==> src/rtl/spi_cmd_sched.sv <==
// spi_cmd_sched
// Host-side command scheduler placed directly in front of the SPI memory
// controller. Host requests are buffered in a small FIFO and issued to the
// controller one at a time. The scheduler waits for the controller's done
// pulse, or for a watchdog expiry, and returns the result on a valid/ready
// response channel.
//
// Parameters:
//   DEPTH   - request FIFO entries (power of 2, >= 2)
//   TIMEOUT - cycles spent in WAIT without spi_done before the command is aborted
//
// Optional feature macro: SPI_CMD_RETRY_EN
//   When defined, a controller error triggers one automatic retry of the
//   same command. Before the retry, spi_req is held low for one cycle.
//   Timeouts are never retried.
//
// Ports:
//   clk, rst                      - clock, asynchronous active-high reset
//   req_valid/req_ready           - host request handshake (req_ready = !full)
//   req_wr, req_addr, req_wdata   - request fields (wdata ignored for reads)
//   rsp_valid/rsp_ready           - host response handshake
//   rsp_rdata, rsp_err,
//   rsp_timeout                   - response fields
//   spi_req                       - command valid to the controller
//   spi_wr, spi_addr, spi_din     - command fields to the controller
//   spi_done, spi_err, spi_dout   - controller completion (err/dout qualified by done)
//   busy                          - FIFO non-empty or a transaction in progress

module spi_cmd_sched #(
    parameter int DEPTH   = 4,
    parameter int TIMEOUT = 1024
) (
    input  logic       clk,
    input  logic       rst,
    input  logic       req_valid,
    output logic       req_ready,
    input  logic       req_wr,
    input  logic [7:0] req_addr,
    input  logic [7:0] req_wdata,
    output logic       rsp_valid,
    input  logic       rsp_ready,
    output logic [7:0] rsp_rdata,
    output logic       rsp_err,
    output logic       rsp_timeout,
    output logic       spi_req,
    output logic       spi_wr,
    output logic [7:0] spi_addr,
    output logic [7:0] spi_din,
    input  logic       spi_done,
    input  logic       spi_err,
    input  logic [7:0] spi_dout,
    output logic       busy
);

    localparam int AW = $clog2(DEPTH);
    localparam int WW = $clog2(TIMEOUT + 1);
    localparam logic [AW:0]   FULL_CNT = (AW+1)'(DEPTH);
    localparam logic [WW-1:0] WD_LAST  = WW'(TIMEOUT - 1);

`ifdef SPI_CMD_RETRY_EN
    typedef enum logic [1:0] {IDLE, WAIT, RESP, RETRY} state_t;
`else
    typedef enum logic [1:0] {IDLE, WAIT, RESP} state_t;
`endif

    state_t state, state_n;

    // Request FIFO: each entry is {wr, addr, wdata}
    logic [16:0]   mem [DEPTH];
    logic [AW-1:0] wptr;
    logic [AW-1:0] rptr;
    logic [AW:0]   count;
    logic          full;
    logic          push;
    logic          pop;
    logic [16:0]   head;

    // Watchdog and next-state values for the registered command/response fields
    logic [WW-1:0] wdog, wdog_n;
    logic          wr_n;
    logic [7:0]    addr_n;
    logic [7:0]    din_n;
    logic [7:0]    rdata_n;
    logic          err_n;
    logic          to_n;
`ifdef SPI_CMD_RETRY_EN
    logic          retry_used, retry_n;
`endif

    assign full      = (count == FULL_CNT);
    assign req_ready = !full;
    assign push      = req_valid && !full;
    assign pop       = (state == IDLE) && (count != '0);
    assign head      = mem[rptr];

    assign spi_req   = (state == WAIT);
    assign rsp_valid = (state == RESP);
    assign busy      = (count != '0) || (state != IDLE);

    // FIFO storage is not reset. Emptiness comes from the pointers and the count.
    always_ff @(posedge clk) begin
        if (push) begin
            mem[wptr] <= {req_wr, req_addr, req_wdata};
        end
    end

    // FIFO pointers and occupancy. If a push and a pop happen in the same cycle, the count is unchanged.
    always_ff @(posedge clk or posedge rst) begin
        if (rst) begin
            wptr  <= '0;
            rptr  <= '0;
            count <= '0;
        end else begin
            if (push) begin
                wptr <= wptr + AW'(1);
            end
            if (pop) begin
                rptr <= rptr + AW'(1);
            end
            if (push && !pop) begin
                count <= count + (AW+1)'(1);
            end else if (!push && pop) begin
                count <= count - (AW+1)'(1);
            end
        end
    end

    // State, watchdog and the registered command/response fields
    always_ff @(posedge clk or posedge rst) begin
        if (rst) begin
            state       <= IDLE;
            wdog        <= '0;
            spi_wr      <= 1'b0;
            spi_addr    <= 8'h00;
            spi_din     <= 8'h00;
            rsp_rdata   <= 8'h00;
            rsp_err     <= 1'b0;
            rsp_timeout <= 1'b0;
`ifdef SPI_CMD_RETRY_EN
            retry_used  <= 1'b0;
`endif
        end else begin
            state       <= state_n;
            wdog        <= wdog_n;
            spi_wr      <= wr_n;
            spi_addr    <= addr_n;
            spi_din     <= din_n;
            rsp_rdata   <= rdata_n;
            rsp_err     <= err_n;
            rsp_timeout <= to_n;
`ifdef SPI_CMD_RETRY_EN
            retry_used  <= retry_n;
`endif
        end
    end

    // Next-state logic. If spi_done arrives in the same cycle the watchdog
    // expires, the done pulse takes priority. Outside WAIT, spi_done is ignored.
    always_comb begin
        state_n = state;
        wdog_n  = wdog;
        wr_n    = spi_wr;
        addr_n  = spi_addr;
        din_n   = spi_din;
        rdata_n = rsp_rdata;
        err_n   = rsp_err;
        to_n    = rsp_timeout;
`ifdef SPI_CMD_RETRY_EN
        retry_n = retry_used;
`endif
        case (state)
            IDLE: begin
                if (pop) begin
                    {wr_n, addr_n, din_n} = head;
                    wdog_n  = '0;
                    state_n = WAIT;
`ifdef SPI_CMD_RETRY_EN
                    retry_n = 1'b0;
`endif
                end
            end
            WAIT: begin
                if (spi_done) begin
                    err_n   = spi_err;
                    to_n    = 1'b0;
                    rdata_n = spi_wr ? 8'h00 : spi_dout;
                    state_n = RESP;
`ifdef SPI_CMD_RETRY_EN
                    if (spi_err && !retry_used) begin
                        retry_n = 1'b1;
                        state_n = RETRY;
                    end
`endif
                end else if (wdog == WD_LAST) begin
                    err_n   = 1'b1;
                    to_n    = 1'b1;
                    rdata_n = 8'h00;
                    state_n = RESP;
                end else begin
                    wdog_n = wdog + WW'(1);
                end
            end
            RESP: begin
                if (rsp_ready) begin
                    state_n = IDLE;
                end
            end
`ifdef SPI_CMD_RETRY_EN
            RETRY: begin
                wdog_n  = '0;
                state_n = WAIT;
            end
`endif
            default: begin
                state_n = IDLE;
            end
        endcase
    end

endmodule

==> config.mk <==
export PLATFORM = sky130hd
export DESIGN_NAME = spi_cmd_sched
export DESIGN_NICKNAME = d
export VERILOG_FILES = /design/src/rtl/spi_cmd_sched.sv
export SDC_FILE = /design/constraint.sdc
export NUM_CORES = 1
export LEC_CHECK = 0
export ABC_AREA = 1
export CAP_MARGIN = 5
export CORE_MARGIN = 8
export CORE_UTILIZATION = 29
export DETAILED_ROUTE_END_ITERATION = 8
export DONT_BUFFER_PORTS = 1
export HOLD_SLACK_MARGIN = 0.15
export PLACE_DENSITY_LB_ADDON = 0.15
export SLEW_MARGIN = 0
export SYNTH_ARGS = -nofsm -noshare
export SYNTH_HDL_FRONTEND = slang
export SYNTH_SLANG_ARGS = --single-unit
==> constraint.sdc <==
create_clock -name clk -period 3.4 [get_ports clk]
set_input_delay 0.85 -clock clk [delete_from_list [all_inputs] [get_ports clk]]
set_output_delay 0.85 -clock clk [all_outputs]
set_load 0.005 [all_outputs]
==> results of run 1 <==
[cell usage after synthesis, drive strengths merged]
| master | count | area (sq um) |
|---|---|---|
| o211ai | 1 | 12.51 |
| o21ai | 39 | 195.2 |
| nor2 | 118 | 478.0 |
| edfxtp | 68 | 2042 |
| nand2 | 60 | 240.2 |
| nand3 | 29 | 205.2 |
| inv | 26 | 97.60 |
| fa | 1 | 20.02 |
| ha | 6 | 75.07 |
| clkbuf | 4 | 16.26 |
| dfrtp | 47 | 1176 |
| a31oi | 17 | 106.4 |
| nand4 | 1 | 6.260 |
| buf | 15 | 110.1 |
| nor3 | 2 | 15.01 |
| xnor2 | 1 | 8.760 |
| a21oi | 8 | 51.30 |
| xor2 | 3 | 26.28 |
[power groups by stage]
stage                     combinational, mW  clock, mW  sequential (mW)
after floorplan                        1.18          0             2.08
after global placement                 1.43          0             2.20
after detailed placement               1.45          0             2.20
after CTS                              1.46       1.98             2.18
after global routing                   1.63       2.04             2.22
final                                  1.40       1.94             2.16
[logic make-up after synthesis]
family / synth area share (%)
buffers and inverters: 4.587
AO/OA/AOI/OAI: 7.483
XOR/XNOR: 0.7177
flip-flops: 65.91
AND/OR/NAND/NOR: 19.35
adder cells (fa/ha/maj): 1.948
[final timing paths]
path	start	end	cells past startpoint
max reg2reg	count[0]	count[2]	9
max	count[0]	count[2]	9
min	rst	spi_din[2]	1
min reg2reg	rsp_err	rsp_err	2
max in group asynchronous	rst	count[0]	2
min in group clk	req_addr[5]	mem[0][13]	0
[per-layer routing]
metal  global-route usage, %  vias up
met5                       0        -
met4                   4.581        0
met3                   4.882       15
met2                   18.28       77
met1                   12.58     1505
li1                        -     1519
[worst max-delay path: stages (launching register included)]
cell,delay (ps)
dfrtp_1,420
inv_1,110
nand3_1,100
nand2_2,280
ha_1,210
inv_1,60
fa_1,380
a21oi_1,150
o21ai_0,110
xor2_1,150
[area by class of cell]
type | instances | area [sq um]
clock buffers | 23 | 457.9
well taps | 220 | 275.3
fillers | 1644 | 10810
repair buffers | 6 | 45.04
clock inverters | 9 | 178.9
inverters | 26 | 97.59
multi-input cells | 286 | 1440
flip-flops and latches | 115 | 3218
[registers in the layout, indices dropped and copies added (netlist names)]
register     count
state            2
rsp_timeout      1
rptr             2
rsp_err          1
wdog            11
mem             68
rsp_rdata        8
count            3
wptr             2
spi_wr           1
spi_din          8
spi_addr         8
[through the flow]
| step | worst slack (ps) | util [%] | hold slack (ps) |
|---|---|---|---|
| 3_3_place_gp | 1115 | 30.72 | 516.2 |
| 5_1_grt | 1109 | 34.57 | 469.5 |
| 6_report | 1301 | 34.57 | 422.1 |
| 2_1_floorplan | 1282 | - | 485.9 |
| 4_1_cts | 1239 | 34.57 | 439.0 |
| 3_5_place_dp | 1129 | 30.72 | 525.3 |
==> results.py, run 1 <==
metrics = {
    "clocking": {
        "path_clk_slew_ps": 50,
        "cts_resized": 0,
        "cts-root-buf": "clkbuf_16",
        "cts_htree_levels": 4,
        "cts_setup_buffers": 0,
        "clock_tree_from_tritoncts": "built",
        "cts.sinks": 115,
        "cts_buffers": 17,
        "hold_buffers": 0,
        "clock_insertion_delay_worst_skew_ps": 410,
        "clockBufferDepth": 2,
    },
    "power_and_ir_drop": {
        "internal_power_mw": 3.643,
        "max-vdd-ir-drop_uv": 412.8,
        "p_switching_mw": 1.857,
        "power_frac_comb_pct": 25.5,
        "p_per_cell_area_nw_per_um2": 962.7,
        "power_consumption_mw": 5.500,
        "p_seq_share_pct": 39.3,
        "swShare_pct": 33.77,
        "p_clk_share_pct": 35.2,
        "leakagePower_nw": 2.215,
    },
    "route": {
        "dr_wl_met3_um": 882,
        "drtIter0Drc": 219,
        "met2_length_um": 5442,
        "avg_wl_per_cell_um": 16.62,
        "wl_met1_um": 4862,
        "highest_layer": "met4",
        "ant_nets": 0,
        "vias_per_cell": 4.549,
        "routed_wl_um": 11380,
        "firstDrtPassIters": 4,
        "num_vias": 3116,
        "drc_errors": 0,
    },
    "floorplan": {
        "die_h_um": 145.8,
        "initial_standard_cell_utilization_of_the_core_pct": 29.54,
        "die_width_um": 145.8,
        "design.portCount": 62,
        "core-area_sq_um": 16520,
        "floorplan.die_area_sq_um": 21240,
        "placementRows": 47,
    },
    "hold_path": {
        "worstHoldPathType": "in2async",
    },
    "critical_path": {
        "setup.reg_to_reg.worst_slack_ps": 1300,
        "worst_setup_sp_type": "register",
        "required_ps": 3690,
        "timing.setup.critical_path_class": "reg2reg",
        "crit_arrival_ps": 2380,
        "critical_path.max_fanout": 15,
        "setup.worst_path.end_class": "register",
    },
    "sta": {
        "rsz_0062_raised_after_global_routing": "false",
        "worst_slew_margin_rel_pct": 39.25,
        "layout_min_cycle_time_ps": 2099,
        "finalHoldViolations": 0,
        "fin_skew_ps": 5.865,
        "slew_violations": 0,
        "maxClockFrequency_mhz": 476.4,
        "transition_time_of_the_tightest_slew_check_pin_ps": 911.2,
        "setup_total_negative_slack_ps": 0,
        "timing.final.crit_share_pct": 61.73,
        "setup_viol_count_final": 0,
    },
    "global_route": {
        "antenna_violations_before_repair": 0,
        "grt_max_degree": 37,
        "number_of_global_route_vias_before_repair": 3200,
        "grtUsageTotal_pct": 11.19,
        "global_route.overflow_total": 0,
        "first_pass_grt_wire_length_um": 18190,
    },
    "cells_and_area": {
        "final_common_cell": "nor2_1",
        "layout_common_cells": "nor2_1 (112), edfxtp_1 (68), nand2_1 (54)",
        "stdcell_count": 685,
        "layout-area-overhead-vs-synth_pct": 17.02,
        "fin_nets": 490,
        "final_design_area_no_fill_sq_um": 5713,
        "post_route_cells_drive_above_1_share_pct": 14.62,
        "insertedDiodeCount": 0,
    },
    "logic_synthesis": {
        "synth.yosys.seq_area_share_pct": 65.91,
        "mapped_area_sq_um": 4882,
        "yosysUniqueCellTypes": 29,
        "yosysWarnings": 0,
        "synthesis.area_per_instance_sq_um": 10.95,
        "synthesis.instances": 446,
        "syn_nets": 484,
        "yosys_register_bits": 115,
    },
    "placed_design": {
        "placed_area_sq_um": 5076,
        "dpl.cell_count": 653,
        "detailedPlacementHpwl_um": 7019,
        "globalplace.congestion": 0.7278,
        "numPortBuffers": 0,
    },
    "status": {
        "run_status": "finished clean",
    },
    "flow_run": {
        "max_cap_viol_count": 0,
    },
}
Power figures use the tool's default switching activity.
==> run 2: changes to the inputs <==
Clock period 3.4 ns to 1.7 ns, I/O delays scaled along.
==> results.py, run 2 (synthesis gave the netlist of run 1 again) <==
metrics = {
    "status": {
        "run_status": "finished clean",
    },
    "critical_path": {
        "critical_path.max_fanout": 4,
        "crit_arrival_ps": 1920,
        "worst_setup_sp_type": "register",
        "setup.worst_path.end_class": "register",
        "required_ps": 1990,
        "timing.reg2reg.worst_path_depth": 9,
        "timing.setup.critical_path_class": "reg2reg",
    },
    "hold_path": {
        "worstHoldPathType": "in2reg",
        "hold_depth": 2,
    },
    "floorplan": {
        "floorplan.die_area_sq_um": 21240,
        "core-area_sq_um": 16520,
        "design.portCount": 62,
        "die_width_um": 145.8,
        "initial_standard_cell_utilization_of_the_core_pct": 29.54,
        "die_h_um": 145.8,
        "placementRows": 47,
    },
    "cells_and_area": {
        "largest_register_ffs": 68,
        "fillers": 1646,
        "post_route_cells_drive_above_1_share_pct": 20.86,
        "layout-area-overhead-vs-synth_pct": 26.19,
        "layout.core_utilization_pct": 37.28,
        "insertedDiodeCount": 0,
        "layout_common_cells": "nor2_1 (110), edfxtp_1 (68), nand2_1 (53)",
        "largestRegisters": "mem (68), wdog (11)",
        "final_common_cell": "nor2_1",
        "fin_nets": 538,
        "register_with_the_most_flip_flops": "mem",
    },
    "clocking": {
        "cts-root-buf": "clkbuf_16",
        "path_clk_slew_ps": 60,
        "clock_tree_from_tritoncts": "built",
        "clockBufferDepth": 2,
        "clock_insertion_delay_worst_skew_ps": 410,
        "cts_htree_levels": 4,
        "cts.sinks": 115,
        "cts_buffers": 17,
    },
    "global_route": {
        "antenna_violations_before_repair": 0,
        "global_route.overflow_total": 0,
        "grtUsageTotal_pct": 11.33,
        "grt_max_degree": 48,
        "number_of_global_route_vias_before_repair": 3366,
        "first_pass_grt_wire_length_um": 18590,
    },
    "sta": {
        "layout_min_cycle_time_ps": 1636,
        "fin_skew_ps": 9.047,
        "timing.final.crit_share_pct": 96.22,
        "slew_violations": 0,
        "worst_slew_margin_rel_pct": 62.91,
        "finalWorstSetupSlack_ps": 64.29,
        "maxClockFrequency_mhz": 611.4,
        "rsz_0062_raised_after_global_routing": "true",
        "setup_viol_count_final": 0,
        "transition_time_of_the_tightest_slew_check_pin_ps": 555.6,
        "finalHoldViolations": 0,
    },
    "power_and_ir_drop": {
        "power_consumption_mw": 11.30,
        "max-vdd-ir-drop_uv": 1053,
        "p_per_cell_area_nw_per_um2": 1834,
        "leakagePower_nw": 2.422,
    },
    "flow_run": {
        "max_cap_viol_count": 0,
    },
    "route": {
        "routed_wl_um": 11420,
        "drtIter0Drc": 215,
        "ant_nets": 0,
        "avg_wl_per_cell_um": 15.58,
        "num_vias": 3287,
        "vias_per_cell": 4.484,
        "firstDrtPassIters": 4,
        "drc_errors": 0,
    },
    "placed_design": {
        "dpl_worst_slack_ps": 16.47,
        "detailedPlacementHpwl_um": 7455,
        "globalplace.congestion": 0.7772,
        "numPortBuffers": 0,
    },
}
==> run 2: cell types whose count changed in the layout (fill, tap and decap cells not counted), sizes merged <==
cell / delta
buf: +22
bufinv: -3
clkinv: +2
inv: +7
dlygate4sd3: +26
clkbuf: -6
==> run 2: path summary, 6_finish.rpt <==
| check | start | end | slack, ps |
|---|---|---|---|
| max reg2reg | count[1] | count[2] | 60 |
| min | spi_err | rsp_err | 170 |
| max | count[1] | count[2] | 60 |
| min reg2reg | rsp_err | rsp_err | 530 |
| min in group asynchronous | rst | spi_din[7] | 520 |
| max in group asynchronous | rst | wdog[4] | 930 |
==> run 2: power breakdown <==
group          internal, mW  switching [mW]  total [mW]
combinational          1.29            2.17        3.46
clock                  2.20            1.39        3.59
sequential             3.78           0.475        4.26
total                  7.27            4.03        11.3
==> run 2: area by class of cell <==
cell class	instances	area (sq um)	area share, %
Clock buffer	17	425.4	6.905
Clock inverter	15	170.2	2.762
Inverter	26	100.1	1.625
Multi-Input combinational cell	286	1476	23.96
Sequential cell	115	3218	52.23
Tap cell	220	275.3	4.468
Timing Repair Buffer	54	495.5	8.042
==> run 2: worst max-delay path, cell delays in order (launching register included) <==
cell and delay [ps]:
dfrtp_1 390, inv_2 100, nand3_2 80, nand2_2 90, ha_4 140, inv_4 30, fa_2 340, a21oi_2 130
o21ai_1 80, xor2_1 140
==> run 2: timing repair <==
item	CTS	global route
buffers inserted	0	2
setup endpoints to repair	0	3
gates resized for setup	0	5
hold buffers	26	0
endpoints found under the hold margin	123	0
==> run 2: per-stage QoR <==
stage                     cells  hold WS (ps)  setup TNS, ps  instance area [sq um]
after floorplan             446         485.9          -6405                   4916
after global placement      673         388.5              0                   5279
after detailed placement    673         393.4              0                   5279
after CTS                   731         152.8              0                   6135
after global routing        733         164.1         -31.84                   6161
final                       733         172.6              0                   6161
==> run 2: routing by layer <==
layer | vias to the layer above | share of wire [%] | global-route usage (%)
met5 | - | 0 | 0
met4 | 0 | 1.3 | 4.060
met3 | 14 | 6.6 | 5.100
met2 | 65 | 48 | 18.42
met1 | 1589 | 44 | 12.93
li1 | 1619 | - | -
==> run 3: changes to the inputs <==
Settings changed: PLACE_DENSITY from default to 0.52, PLACE_DENSITY_LB_ADDON 0.15 to default.
==> results.py, run 3 (synthesis gave the netlist of run 1 again) <==
metrics = {
    "route": {
        "drc_errors": 0,
        "routed_wl_um": 10640,
        "avg_wl_per_cell_um": 14.57,
        "vias_per_cell": 4.370,
        "drtIter0Drc": 168,
        "num_vias": 3190,
        "ant_nets": 0,
        "firstDrtPassIters": 4,
    },
    "sta": {
        "slew_violations": 0,
        "transition_time_of_the_tightest_slew_check_pin_ps": 548.3,
        "timing.final.crit_share_pct": 96.94,
        "maxClockFrequency_mhz": 606.8,
        "setup_viol_count_final": 0,
        "rsz_0062_raised_after_global_routing": "true",
        "finalHoldViolations": 0,
        "worst_slew_margin_rel_pct": 63.40,
        "layout_min_cycle_time_ps": 1648,
        "fin_skew_ps": 10.31,
    },
    "cells_and_area": {
        "fillers": 1592,
        "fin_nets": 535,
        "final_design_area_no_fill_sq_um": 6165,
        "final_common_cell": "nor2_1",
        "largestRegisters": "mem (68), wdog (11)",
        "insertedDiodeCount": 0,
        "register_with_the_most_flip_flops": "mem",
        "largest_register_ffs": 68,
        "post_route_cells_drive_above_1_share_pct": 20.00,
        "layout_common_cells": "nor2_1 (107), edfxtp_1 (68), nand2_1 (53)",
        "layout-area-overhead-vs-synth_pct": 26.27,
    },
    "flow_run": {
        "max_cap_viol_count": 0,
    },
    "placed_design": {
        "placed_area_sq_um": 5304,
        "globalplace.congestion": 0.7936,
        "numPortBuffers": 0,
        "detailedPlacementHpwl_um": 7135,
    },
    "critical_path": {
        "cp_num_buf_inv": 2,
        "timing.critical_path.cells": "inv_2 -> nand3_2 -> nand2_2 -> ha_4 -> inv_4 -> fa_2 -> a21oi_2 -> o21ai_1 -> xor2_1",
        "path_delay_family": "adder cells",
        "cpPeakStageDelay_ps": 390,
        "setup.worst_path.end_class": "register",
        "timing.setup.critical_path_class": "reg2reg",
        "worst_setup_sp_type": "register",
        "critical_path.max_fanout": 4,
        "slowest_stage": "dfrtp_1",
        "required_ps": 1980,
        "crit_arrival_ps": 1920,
    },
    "power_and_ir_drop": {
        "leakagePower_nw": 2.403,
        "p_per_cell_area_nw_per_um2": 1787,
        "power_consumption_mw": 11.02,
        "max-vdd-ir-drop_uv": 703.4,
    },
    "clocking": {
        "cts_htree_levels": 4,
        "clock_insertion_delay_worst_skew_ps": 400,
        "clockBufferDepth": 2,
        "cts.sinks": 115,
        "clock_tree_from_tritoncts": "built",
        "cts-root-buf": "clkbuf_16",
        "cts_buffers": 17,
        "path_clk_slew_ps": 50,
    },
    "hold_path": {
        "worstHoldPathType": "in2reg",
    },
    "status": {
        "run_status": "finished clean",
    },
    "global_route": {
        "number_of_global_route_vias_before_repair": 3242,
        "antenna_violations_before_repair": 0,
        "grt_max_degree": 40,
        "global_route.overflow_total": 0,
        "grtUsageTotal_pct": 10.52,
        "first_pass_grt_wire_length_um": 17310,
    },
    "floorplan": {
        "core-area_sq_um": 16520,
        "placementRows": 47,
        "initial_standard_cell_utilization_of_the_core_pct": 29.54,
        "design.portCount": 62,
        "die_h_um": 145.8,
        "die_width_um": 145.8,
        "floorplan.die_area_sq_um": 21240,
    },
}
## run 3: cell types whose count changed in the layout (fill, tap and decap cells not counted), sizes merged
cell / previous run / this run
dlygate4sd3: 26 / 27
inv: 33 / 26
buf: 28 / 24
clkbuf: 17 / 23
clkinvlp: 2 / 3
## run 3: what timing repair did
item	in CTS	in global routing
gates resized for setup	2	2
hold endpoints to repair	124	0
endpoints found under the setup margin	2	3
buffers inserted	0	1
pin swaps	1	7
hold buffers	27	0
## run 3: area by class of cell
class	count	area, sq um	area share [%]
tap	220	275.3	4.465
clock inverter	9	106.4	1.725
inverter	26	100.1	1.624
clock buffer	23	467.9	7.591
multi-input combinational	286	1484	24.07
timing repair buffer	51	513.0	8.321
sequential	115	3218	52.20
## run 3: final timing paths
check	from	end	slack (ps)	cells past startpoint
hold reg to reg	mem[1][2]	spi_din[2]	530	2
setup reg to reg	count[1]	count[2]	50	9
hold / removal	spi_err	rsp_err	200	2
min in group asynchronous	rst	rsp_rdata[3]	390	2
max in group asynchronous	rst	rptr[1]	820	3
setup / recovery	count[1]	count[2]	50	9
## run 3: layer usage
metal | wire (um) | global-route usage, % | up-vias | part of all wire, %
li1 | - | - | 1603 | -
met1 | 4594 | 11.67 | 1505 | 43
met2 | 5056 | 16.77 | 66 | 48
met3 | 786 | 4.975 | 16 | 7.4
met4 | 197 | 5.049 | 0 | 1.9
met5 | 0 | 0 | - | 0
## run 3: power by group
part           internal (mW)  switching (mW)  total (mW)
Sequential              3.78           0.481        4.27
Clock                   2.22            1.16        3.39
Combinational           1.27            2.09        3.36
Total                   7.28            3.74        11.0
## run 3: stage by stage
stage / utilization [%] / std cells / hold WS (ps) / setup WS (ps) / TNS (ps)
2_1_floorplan: - / 446 / 485.9 / -95.85 / -6405
3_3_place_gp: 32.10 / 670 / 233.8 / 53.14 / 0
3_5_place_dp: 32.10 / 670 / 237.0 / 12.98 / 0
4_1_cts: 37.22 / 729 / 155.3 / 37.89 / 0
5_1_grt: 37.31 / 730 / 188.4 / -78.58 / -78.58
6_report: 37.31 / 730 / 196.2 / 52.05 / 0
